<file path="src/rtl/cpu_mc_sequencer.sv">
// cpu_mc_sequencer: multi-cycle control sequencer for the cpu_v3 datapath.
// Fetches through a request/valid port into the instruction register, then
// walks each instruction through DEC, EX, MEM and WB. It owns the PC, the
// retired-instruction counter and the sticky halt/fault status.
module cpu_mc_sequencer #(
    parameter int                ADDR_W        = 32,
    parameter logic [ADDR_W-1:0] RESET_PC      = '0,
    parameter int                FETCH_TIMEOUT = 255
) (
    input  logic              clk,
    input  logic              rst,
    input  logic              run,
    output logic              imem_req,
    output logic [ADDR_W-1:0] imem_addr,
    input  logic              imem_rvalid,
    input  logic [31:0]       imem_rdata,
    output logic [31:0]       instr,
    input  logic              dec_rf_we,
    input  logic              dec_mem_we,
    input  logic              dec_branch,
    input  logic              dec_illegal,
    input  logic              cmp_true,
    input  logic [ADDR_W-1:0] br_offset,
    output logic              rf_we,
    output logic              dmem_we,
    input  logic              dmem_ack,
    output logic [ADDR_W-1:0] pc,
    output logic [31:0]       instret,
    output logic              halted,
    output logic [1:0]        fault
);

    typedef enum logic [2:0] {
        S_IF   = 3'd0,
        S_IW   = 3'd1,
        S_DEC  = 3'd2,
        S_EX   = 3'd3,
        S_MEM  = 3'd4,
        S_WB   = 3'd5,
        S_HALT = 3'd6
    } state_t;

    localparam logic [1:0] FAULT_NONE    = 2'b00;
    localparam logic [1:0] FAULT_ILLEGAL = 2'b01;
    localparam logic [1:0] FAULT_TIMEOUT = 2'b10;
    localparam logic [1:0] FAULT_MISALIGN = 2'b11;

    // Counter is wide enough to hold FETCH_TIMEOUT itself; the halt decision
    // is taken on the cycle whose increment would reach the limit.
    localparam int              CNT_W    = (FETCH_TIMEOUT < 2) ? 1 : $clog2(FETCH_TIMEOUT + 1);
    localparam logic [CNT_W-1:0] CNT_LAST = CNT_W'(FETCH_TIMEOUT - 1);

    state_t            state;
    logic [CNT_W-1:0]  wait_cnt;
    logic              rf_flag;
    logic              mem_flag;
    logic              br_flag;
    logic [ADDR_W-1:0] pc_plus4;
    logic [ADDR_W-1:0] br_target;

    // Sequential PC and wrapped branch target; both wrap modulo 2^ADDR_W.
    assign pc_plus4  = pc + ADDR_W'(4);
    assign br_target = pc + br_offset;

    // Strobes depend on the registered state; reset forces them low so an
    // abandoned fetch or store is never presented while rst is held.
    assign imem_req  = (state == S_IF) && run && !rst;
    assign imem_addr = pc;
    assign rf_we     = (state == S_WB) && rf_flag && !rst;
    assign dmem_we   = (state == S_MEM) && !rst;
    assign halted    = (state == S_HALT);

    // Main sequencer: state, PC, instruction register, retire count and fault.
    always_ff @(posedge clk) begin
        if (rst) begin
            state    <= S_IF;
            pc       <= RESET_PC;
            instr    <= '0;
            instret  <= '0;
            fault    <= FAULT_NONE;
            wait_cnt <= '0;
            rf_flag  <= 1'b0;
            mem_flag <= 1'b0;
            br_flag  <= 1'b0;
        end else begin
            case (state)
                S_IF: begin
                    if (run) begin
                        state    <= S_IW;
                        wait_cnt <= '0;
                    end
                end

                S_IW: begin
                    if (imem_rvalid) begin
                        instr    <= imem_rdata;
                        wait_cnt <= '0;
                        state    <= S_DEC;
                    end else if (wait_cnt == CNT_LAST) begin
                        wait_cnt <= wait_cnt + CNT_W'(1);
                        fault    <= FAULT_TIMEOUT;
                        state    <= S_HALT;
                    end else begin
                        wait_cnt <= wait_cnt + CNT_W'(1);
                    end
                end

                S_DEC: begin
                    rf_flag  <= dec_rf_we;
                    mem_flag <= dec_mem_we;
                    br_flag  <= dec_branch;
                    if (dec_illegal) begin
                        fault <= FAULT_ILLEGAL;
                        state <= S_HALT;
                    end else begin
                        state <= S_EX;
                    end
                end

                S_EX: begin
                    if (br_flag) begin
                        if (cmp_true && (br_target[1:0] != 2'b00)) begin
                            fault <= FAULT_MISALIGN;
                            state <= S_HALT;
                        end else begin
                            pc      <= cmp_true ? br_target : pc_plus4;
                            instret <= instret + 32'd1;
                            state   <= S_IF;
                        end
                    end else if (mem_flag) begin
                        state <= S_MEM;
                    end else begin
                        state <= S_WB;
                    end
                end

                S_MEM: begin
                    if (dmem_ack) begin
                        pc      <= pc_plus4;
                        instret <= instret + 32'd1;
                        state   <= S_IF;
                    end
                end

                S_WB: begin
                    pc      <= pc_plus4;
                    instret <= instret + 32'd1;
                    state   <= S_IF;
                end

                S_HALT: begin
                    state <= S_HALT;
                end

                default: begin
                    state <= S_HALT;
                end
            endcase
        end
    end

endmodule

</file>
<file path="config.mk">
export PLATFORM = sky130hd
export DESIGN_NAME = cpu_mc_sequencer
export DESIGN_NICKNAME = d
export VERILOG_FILES = /design/src/rtl/cpu_mc_sequencer.sv
export SDC_FILE = /design/constraint.sdc
export NUM_CORES = 1
export LEC_CHECK = 0
export BUFFER_PORTS_ARGS = -buffer_cell sky130_fd_sc_hd__buf_4
export CAP_MARGIN = 25
export CORE_MARGIN = 2
export CORE_UTILIZATION = 54
export CTS_CLUSTER_DIAMETER = 200
export DETAILED_ROUTE_END_ITERATION = 8
export HOLD_SLACK_MARGIN = 0.06
export PLACE_DENSITY_LB_ADDON = 0.15
export SKIP_CTS_REPAIR_TIMING = 1
export SLEW_MARGIN = 20
export SYNTH_ARGS = -nofsm -noshare
export SYNTH_HDL_FRONTEND = slang
export SYNTH_SLANG_ARGS = --single-unit
export TNS_END_PERCENT = 10
</file>
<file path="constraint.sdc">
create_clock -name clk -period 7.22 [get_ports clk]
set_input_delay 1.805 -clock clk [delete_from_list [all_inputs] [get_ports clk]]
set_output_delay 1.805 -clock clk [all_outputs]
set_load 0.1 [all_outputs]
</file>
# Yosys cells after proc, flatten, opt, wreduce, memory -nomap -nowiden

Index checks and enable logic that the tools add are counted.
Widths: inputs -> output; s select.

Input port bits: 74
Bits in registers: 112

Reductions and logical operators: 17
Add/sub/neg operators: 4
Mux-type cells: 27
Equality and inequality tests: 16

Operators by type and width:

| kind                  | number |
|---|---|
| $mux 32               | 7 |
| $pmux 32 s3           | 2 |
| $add 32x1->32 const B | 1 |
| $add 32x3->32 const B | 1 |
| $add 32x32->32        | 1 |
| $mux 3                | 7 |
| $pmux 3 s6            | 1 |
| $mux 8                | 2 |
| $ne 2x2->1 const B    | 8 |
| $pmux 8 s2            | 1 |
| $mux 2                | 5 |
| $eq 3x3->1 const B    | 3 |
| $add 8x1->8 const B   | 1 |
| $eq 8x8->1 const B    | 1 |
| $eq 3x2->1 const B    | 2 |
| $logic_and 1x1->1     | 6 |
| $pmux 2 s3            | 1 |
| $reduce_and 6->1      | 1 |
| $reduce_bool 3->1     | 2 |
| $reduce_and 2->1      | 2 |
| $reduce_and 4->1      | 1 |
| $reduce_bool 2->1     | 2 |
| $eq 3x1->1 const B    | 1 |
| $logic_not 3->1       | 1 |
| 4 further kinds       | 4 |

# Logic depth before layout (Yosys ltp)

Gate-level depths: netlist (run 1).

Depth in word-level cells: 6
Gate-level depth with buffers: 13
Gate-level depth less buffers: 12

# Worst setup path after synthesis (run 1)

No wires, ideal clock.

Path kind: in2out
Start: input port rst
End: output port imem_req
Arrival time: 5.059 ns
Required time: 5.415 ns
Slack: 0.356 ns
Stages on the path: 3
Cells stage by stage: clkbuf_1 > clkbuf_1 > nor4_1

Word-level cells in the longest chain between the ends: 2

RTL lines:

| item               | line | text |
|---|---|---|
| start: declaration | 11   | `input logic rst,` |
| $logic_not 1->1    | 67   | `assign imem_req = (state == S_IF) && run && !rst;` |
| $logic_and 1x1->1  | 67   |  |
| end: declaration   | 13   | `output logic imem_req,` |

No other way between the ends.

# Worst setup path in the final report (run 1)

Same ends and word-level chain as after synthesis.

==> results of run 1 <==
## flip-flops by register name (all words and copies together), names as in the netlist
name	flops
imem_addr	32
state	3
wait_cnt	8
rf_flag	1
fault	2
mem_flag	1
instret	32
instr	32
br_flag	1
## cells by family after synthesis
| logic type | Yosys count |
|---|---|
| adder cells (fa/ha/maj) | 36 |
| flip-flops | 112 |
| multiplexers | 2 |
| buffers and inverters | 91 |
| AO/OA/AOI/OAI | 262 |
| AND/OR/NAND/NOR | 377 |
| XOR/XNOR | 46 |
## critical path, stage by stage
cell and delay (ps):
buf_4 270, nor4_1 300, buf_4 340
## synth_stat cells, drive strengths merged, types with 2 or more instances
cell / number
a2111oi: 6
a211o: 2
a211oi: 11
a21boi: 2
a21o: 21
a21oi: 113
a311oi: 6
a31oi: 10
a41oi: 4
and2: 5
and3: 14
and4: 2
buf: 39
clkbuf: 36
dfxtp: 112
ha: 35
inv: 16
nand2: 132
nand2b: 13
nand3: 37
nand3b: 4
nand4: 15
nand4b: 2
nor2: 91
nor2b: 6
nor3: 24
nor3b: 3
nor4: 6
nor4b: 2
o211ai: 4
o21a: 6
o21ai: 57
o21bai: 3
o22ai: 4
o31ai: 3
or2: 2
or3: 16
xnor2: 24
xor2: 22
## per-stage QoR
| stage | instances | instance area [sq um] |
|---|---|---|
| 2_1_floorplan | 926 | 6952 |
| 3_3_place_gp | 1234 | 8351 |
| 5_1_grt | 1253 | 8747 |
| 3_5_place_dp | 1235 | 8378 |
| 4_1_cts | 1251 | 8692 |
| 6_report | 1253 | 8747 |
## layer usage
layer / wire length, um / track usage (%) / up-vias
met5: 0 / 0 / -
met1: 8521 / 36.40 / 3273
met4: 215 / 5.873 / 0
met2: 8444 / 42.03 / 253
li1: - / - / 3578
met3: 1311 / 4.554 / 17
## power groups by stage
stage,logic (W),registers [W],clock network (W)
after floorplan,0.000489,0.00103,0
after global placement,0.000944,0.000754,0
after detailed placement,0.000959,0.000756,0
after CTS,0.000963,0.000742,0.000531
after global routing,0.00103,0.000753,0.000558
final,0.000978,0.000744,0.000520
## worst paths after layout
kind                                    from          end
worst max-delay path                     rst     imem_req
worst min-delay path               instr[26]    instr[26]
worst max register to register  imem_addr[0]  instret[25]
worst min register to register     instr[26]    instr[26]
## cell usage in the layout (no fill, tap or decap), drive strengths merged, types with 10 or more instances in the layout
cell type	netlist	layout
a31oi	10	10
nand2	132	132
a21oi	113	113
xnor2	24	24
o21ai	57	57
nand3	37	37
nor3	24	24
a211oi	11	11
nand4	15	15
inv	16	18
dfxtp	112	112
or3	16	16
nand2b	13	13
and3	14	14
nor2	91	91
a21o	21	21
clkbuf	36	10
xor2	22	22
ha	35	35
buf	39	214
## cell type report
class / instances / area (sq um)
Timing Repair Buffer: 214 / 1667
Sequential cell: 112 / 2242
Clock buffer: 10 / 239.0
Multi-Input combinational cell: 723 / 4249
Tap cell: 172 / 215.2
Fill cell: 1110 / 3872
Clock inverter: 6 / 75.07
Inverter: 16 / 60.06
==> results by group, run 1 <==
Floorplan
  • Top Ports: around 210
  • Cell row count: 41
  • Die height: 117.5 um
  • Initial Utilization: between 50% and 60%
  • DIE AREA: roughly 14000 sq um
  • Core Box Area: between 10000 and 15000 sq um
  • Chip Width: 117.5 um

Power
  • Total design power: roughly 0.0022 W
  • Power density over cell area: 256.2 nW/um^2
  • Sequential power share: between 30% and 40%
  • Leakage Power: approximately 3.7 nW
  • Net Sw Frac: about 46%
  • P_sw: 0.001027 W
  • Comb pwr share: 43.6%
  • Int Pwr: 0.001214 W
  • VDD IR max: around 0.15 mV
  • Clock power share: between 20 and 25%

Timing
  • RSZ-0062 raised after global routing: false
  • Fin Clk Skew: about 5.9 ps
  • Final hold violations: 0
  • Setup TNS: 0 ps
  • Final worst path period share: 62.92%
  • FMAX: ~220 MHz
  • Max-slew headroom: 54.16%
  • Max Slew Vio Count: 0
  • Post-layout min period: around 4500 ps
  • Worst Max-Slew Pin Slew: around 700 ps
  • Setup ws final: approximately 2700 ps
  • Fin Hold WS: approximately 460 ps
  • Endpoints failing setup: 0

Global routing
  • First-pass GRT wire length: ~30000 um
  • Initial antenna violation count: 0
  • Gr ovfl total: 0
  • Largest net degree at the start of global routing: 65
  • Vias in the first global route: 6187
  • GR Util All Layers: between 20% and 30%

Logic synthesis
  • Largest family of logic cells by synthesized area: simple AND/OR/NAND/NOR gates
  • Register area share after synthesis: 32.25%
  • #FFs+latches synth: 112
  • Post-synth EDFFs: 0
  • Asr flop ratio synth: 0%
  • Synth Flop Type: dfxtp_1
  • Simple-gate share of the synthesized area: around a quarter
  • Avg Cell Area, Syn: around 7.5 sq um
  • YS warnings: 0
  • Complex-gate fraction of the synthesized area: around 23%
  • Distinct cells, synth: roughly 70
  • Post-synthesis xor/xnor area fraction: roughly 5.8%
  • Post-Syn Instances: 926
  • Top post-synthesis cells by area: dfxtp_1 32%, a21oi_1 8.1%, nand2_1 7.1%
  • Synth area leader: dfxtp_1
  • Post-synthesis mux area share: less than 1%
  • Post-Synth Adder-Cell Area: roughly 6.6%
  • Share of the synthesized area in the top cell type: 32.25%
  • Post-synthesis cell area: 6952 sq um
  • Post-Syn Nets: approximately 1000

Run
  • Max-cap violations: 0

Layout
  • Area delta synth->final: 25.83%
  • Layout Nets: 1186
  • Final core utilization: a little under 70%
  • Ratio of cells with drive above 1 in the final layout: a little under a quarter
  • ANT cells: 0

Status
  • Status: complete, no violations

Detailed routing
  • Final WL: ~18000 um
  • DRC Markers: 0
  • Initial detailed-routing violation count: slightly above 500
  • Routed Antenna Nets: 0
  • Vias: between 7000 and 8000
  • Vias per inst: 5.683
  • WL/cell: 14.76 um
  • Total iterations of the first detailed-routing run: 5

Setup path
  • Kind of critical path: input pin to output port
  • Crit path required time: 5410 ps
  • Worst-case reg-to-reg path depth: 11
  • CP Launch Type: input pin
  • Crit path arrival time: 2740 ps
  • R2R Setup Slk: about 3800 ps
  • CP Capture Type: output port
  • Critical Path Fanout Max: 56

Placement
  • Hpwl dp: ~14000 um
  • Gp weighted congestion: slightly below 0.9
  • Input/output buffers: around 210
  • Pre-CTS WS: 2443 ps

Clock network
  • CTS Buf Count: 9
  • Worst skew pair latency: approximately 350 ps
  • H-Tree Depth: 3
  • Clk pin slew, worst setup/hold paths: approximately 70 ps
  • CTS max path bufs: 2
  • Clock sinks: 112
  • TritonCTS clock tree: done
  • Root Driver: clkbuf_16

Hold path
  • Hold Crit Class: flop to flop
  • Hold Path Depth: 2
Note: power is estimated with default switching activity, not from simulation.
==> inputs of run 2 (changes only) <==
CORE_UTILIZATION = 48   (was 54)
clock period = 3.8 ns   (was 7.22 ns; I/O delays follow)
==> run 2 against run 1 <==
  * First-iteration DRC count shrank 13%
  * Routed wire length grew 2.0%
  * Clock-buffer cell count grew 2
  * Via count shrank 0.27%
  * Register-to-register slack lost 3200 ps
  * Cell count grew 1.7%
  * Critical path depth grew 10
  * Sequential share of layout area shrank 0.24 points
  * Die area grew 12%
  * Combinational power grew 89%
  * Critical path type is now input pin to flop
==> results by group, run 2 (synthesized netlist as in run 1, its figures left out) <==
Timing
  • Final worst path period share: between 80% and 90%
  • Worst Max-Slew Pin Slew: 711.6 ps (+24.04 ps)
  • Setup ws final: 396.9 ps (-2280 ps)
  • Post-layout min period: ~3400 ps
  • RSZ-0062 raised after global routing: false
  • FMAX: around 290 MHz
  • Max-slew headroom: 52.45% (-1.7 points)
  • Fin Clk Skew: 6.995 ps (+1.082 ps)
  • Fin Hold WS: 454.6 ps (-2.048 ps)
  • Endpoints failing setup: 0 (unchanged)
  • Final hold violations: 0 (unchanged)
  • Max Slew Vio Count: 0 (unchanged)

Detailed routing
  • Met3 WL post-DR: 1221 um (-6.9%)
  • Met2 WL post-DR: 8509 um (+0.77%)
  • Routed Antenna Nets: 0 (unchanged)
  • Total iterations of the first detailed-routing run: 5 (unchanged)
  • Vias: 7102 (-0.27%)
  • DRC Markers: 0 (unchanged)
  • WL/cell: 14.80 um (+0.29%)
  • Initial detailed-routing violation count: 452 (-13%)
  • Final WL: 18860 um (+2.0%)
  • Wl on met1: 8855 um (+3.9%)
  • DR top layer: met4
  • Vias per inst: 5.575 (-1.9%)

Floorplan
  • Die height: 124.3 um (+5.9%)
  • Core Box Area: 13990 sq um (+11%)
  • Initial Utilization: 49.70% (-5.4 points)
  • Cell row count: 43 (+4.9%)
  • DIE AREA: 15460 sq um (+12%)
  • Chip Width: 124.3 um (+5.9%)
  • Top Ports: 208 (unchanged)

Setup path
  • Critical path's largest stage delay: 440 ps (+100 ps)
  • CP startpoint: br_offset[0]
  • Worst-case reg-to-reg path depth: 12 (+1)
  • Max stage delay cell, worst path: a311oi_2
  • R2r endpoint: imem_addr[28]
  • CP Capture Type: flop
  • Top delay family on crit path: compound AO/OA/AOI/OAI gates
  • Critical Path End: imem_addr[28]
  • Number of cells on the critical path: 13 (+10)
  • Worst Path Buf+Inv: 2 (unchanged)
  • Kind of critical path: input pin to flop
  • Crit path required time: 4070 ps (-1340 ps)
  • CP Launch Type: input pin
  • R2R Setup Slk: 650 ps (-3180 ps)
  • Crit path arrival time: 3670 ps (+930 ps)
  • CP cell instances: buf_4, ha_1, inv_1, fa_1, nand2b_1, a21o_1, a21oi_1, a41oi_1, a311oi_2, o31ai_2, a21oi_1, nor4b_1, a311oi_1
  • CP dominant cell by count: a21oi_1
  • R2R Path Start: imem_addr[0]
  • Critical Path Fanout Max: 4 (-93%)

Clock network
  • Root Driver: clkbuf_16
  • Clock sinks: 112 (unchanged)
  • CTS max path bufs: 2 (unchanged)
  • H-Tree Depth: 3 (unchanged)
  • TritonCTS clock tree: done
  • Clk pin slew, worst setup/hold paths: 70 ps (about the same)
  • CTS Buf Count: 9 (unchanged)
  • Worst skew pair latency: 350 ps (about the same)

Global routing
  • Gr ovfl total: 0 (unchanged)
  • Vias in the first global route: 6134 (-0.86%)
  • First-pass GRT wire length: 30740 um (+1.2%)
  • GR Util All Layers: 23.42% (-2.6 points)
  • Largest net degree at the start of global routing: 60 (-7.7%)
  • Initial antenna violation count: 0 (unchanged)

Power
  • VDD IR max: 0.4318 mV (+180%)
  • Power density over cell area: 487.1 nW/um^2 (+90%)
  • Comb pwr share: 43.0% (-0.6 points)
  • Sequential power share: 32.9% (-0.3 points)
  • Net Sw Frac: 45.22% (-0.62 points)
  • Leakage Power: 3.722 nW (+1.3%)
  • Clock power share: 24.1% (+0.9 points)
  • Int Pwr: 0.002356 W (+94%)
  • P_sw: 0.001945 W (+89%)

Placement
  • Placed cell areas: 8507 sq um (+1.5%)
  • Pre-CTS WS: 26.01 ps (-2417 ps)
  • Input/output buffers: 207 (unchanged)
  • Gp weighted congestion: 0.8960 (+1.0%)
  • Hpwl dp: 13860 um (+2.6%)

Layout
  • Post-route cell area: 8830 sq um (+0.94%)
  • Area delta synth->final: 27.02%
  • Commonest non-fill, non-tap cell in the layout: buf_4
  • ANT cells: 0 (unchanged)
  • Fillers: 1346 (+21%)
  • Commonest non-fill, non-tap cells in the layout: 226 x buf_4, 132 x nand2_1, 112 x a21oi_1, 112 x dfxtp_1, 91 x nor2_1
  • Layout Nets: 1199 (+1.1%)
  • Ratio of cells with drive above 1 in the final layout: 23.67% (+1.0 points)

Status
  • Status: complete, no violations

Hold path
  • Hold Crit Class: flop to flop

Run
  • Max-cap violations: 0 (unchanged)
## run 2: changes by cell type in the layout (fill, tap and decap cells not counted), sizes merged
cell and change:
inv -1, clkbuf +2, buf +13, bufinv +1
clkinv -2
## run 2: how the worst min path moves through the flow
stage,startpoint,endpoint,slack [ps],depth (start not counted)
6_report,instr[19],instr[19],450,2
5_1_grt,instr[25],instr[25],470,2
4_1_cts,instr[19],instr[19],460,2
3_5_place_dp,instr[19],instr[19],450,2
3_3_place_gp,instr[22],instr[22],440,2
2_1_floorplan,wait_cnt[7],wait_cnt[7],450,1
## run 2: cell type report
| class | instances | area, sq um | area share (%) |
|---|---|---|---|
| inverters | 16 | 60.06 | 0.6802 |
| multi-input cells | 723 | 4268 | 48.33 |
| clock buffers | 12 | 246.5 | 2.792 |
| clock inverters | 4 | 76.32 | 0.8644 |
| well taps | 180 | 225.2 | 2.551 |
| repair buffers | 227 | 1712 | 19.38 |
| flip-flops and latches | 112 | 2242 | 25.39 |
## run 2: metrics by stage
stage | total power [W] | util, % | instances | TNS [ps]
after floorplan | 0.002893 | - | 926 | -512.5
after global placement | 0.003267 | 60.71 | 1257 | 0
after detailed placement | 0.003284 | 60.81 | 1258 | 0
after CTS | 0.004328 | 63.12 | 1274 | 0
after global routing | 0.004512 | 63.12 | 1274 | 0
final | 0.004301 | 63.12 | 1274 | 0
## run 2: per-layer routing
layer / vias up / global-route usage [%]
li1: 3601 / -
met1: 3251 / 33.00
met2: 230 / 36.07
met3: 20 / 5.670
met4: 0 / 5.684
met5: - / 0
## run 2: worst register-to-register path, cell delays in order (launching register included)
cell	delay [ps]
dfxtp_1	380
ha_1	230
inv_1	70
fa_1	380
nand2b_1	210
a21o_1	180
a21oi_1	200
a41oi_1	280
a311oi_2	440
o31ai_2	160
a21oi_1	230
nor4b_1	80
a311oi_1	230
## run 2: power by group through the flow
| stage | combinational (W) | sequential [W] | clock (W) |
|---|---|---|---|
| detailed placement | 0.00184 | 0.00144 | 0 |
| global placement | 0.00183 | 0.00144 | 0 |
| global route | 0.00197 | 0.00144 | 0.00111 |
| finish | 0.00185 | 0.00141 | 0.00104 |
| floorplan | 0.000936 | 0.00196 | 0 |
| CTS | 0.00185 | 0.00141 | 0.00106 |
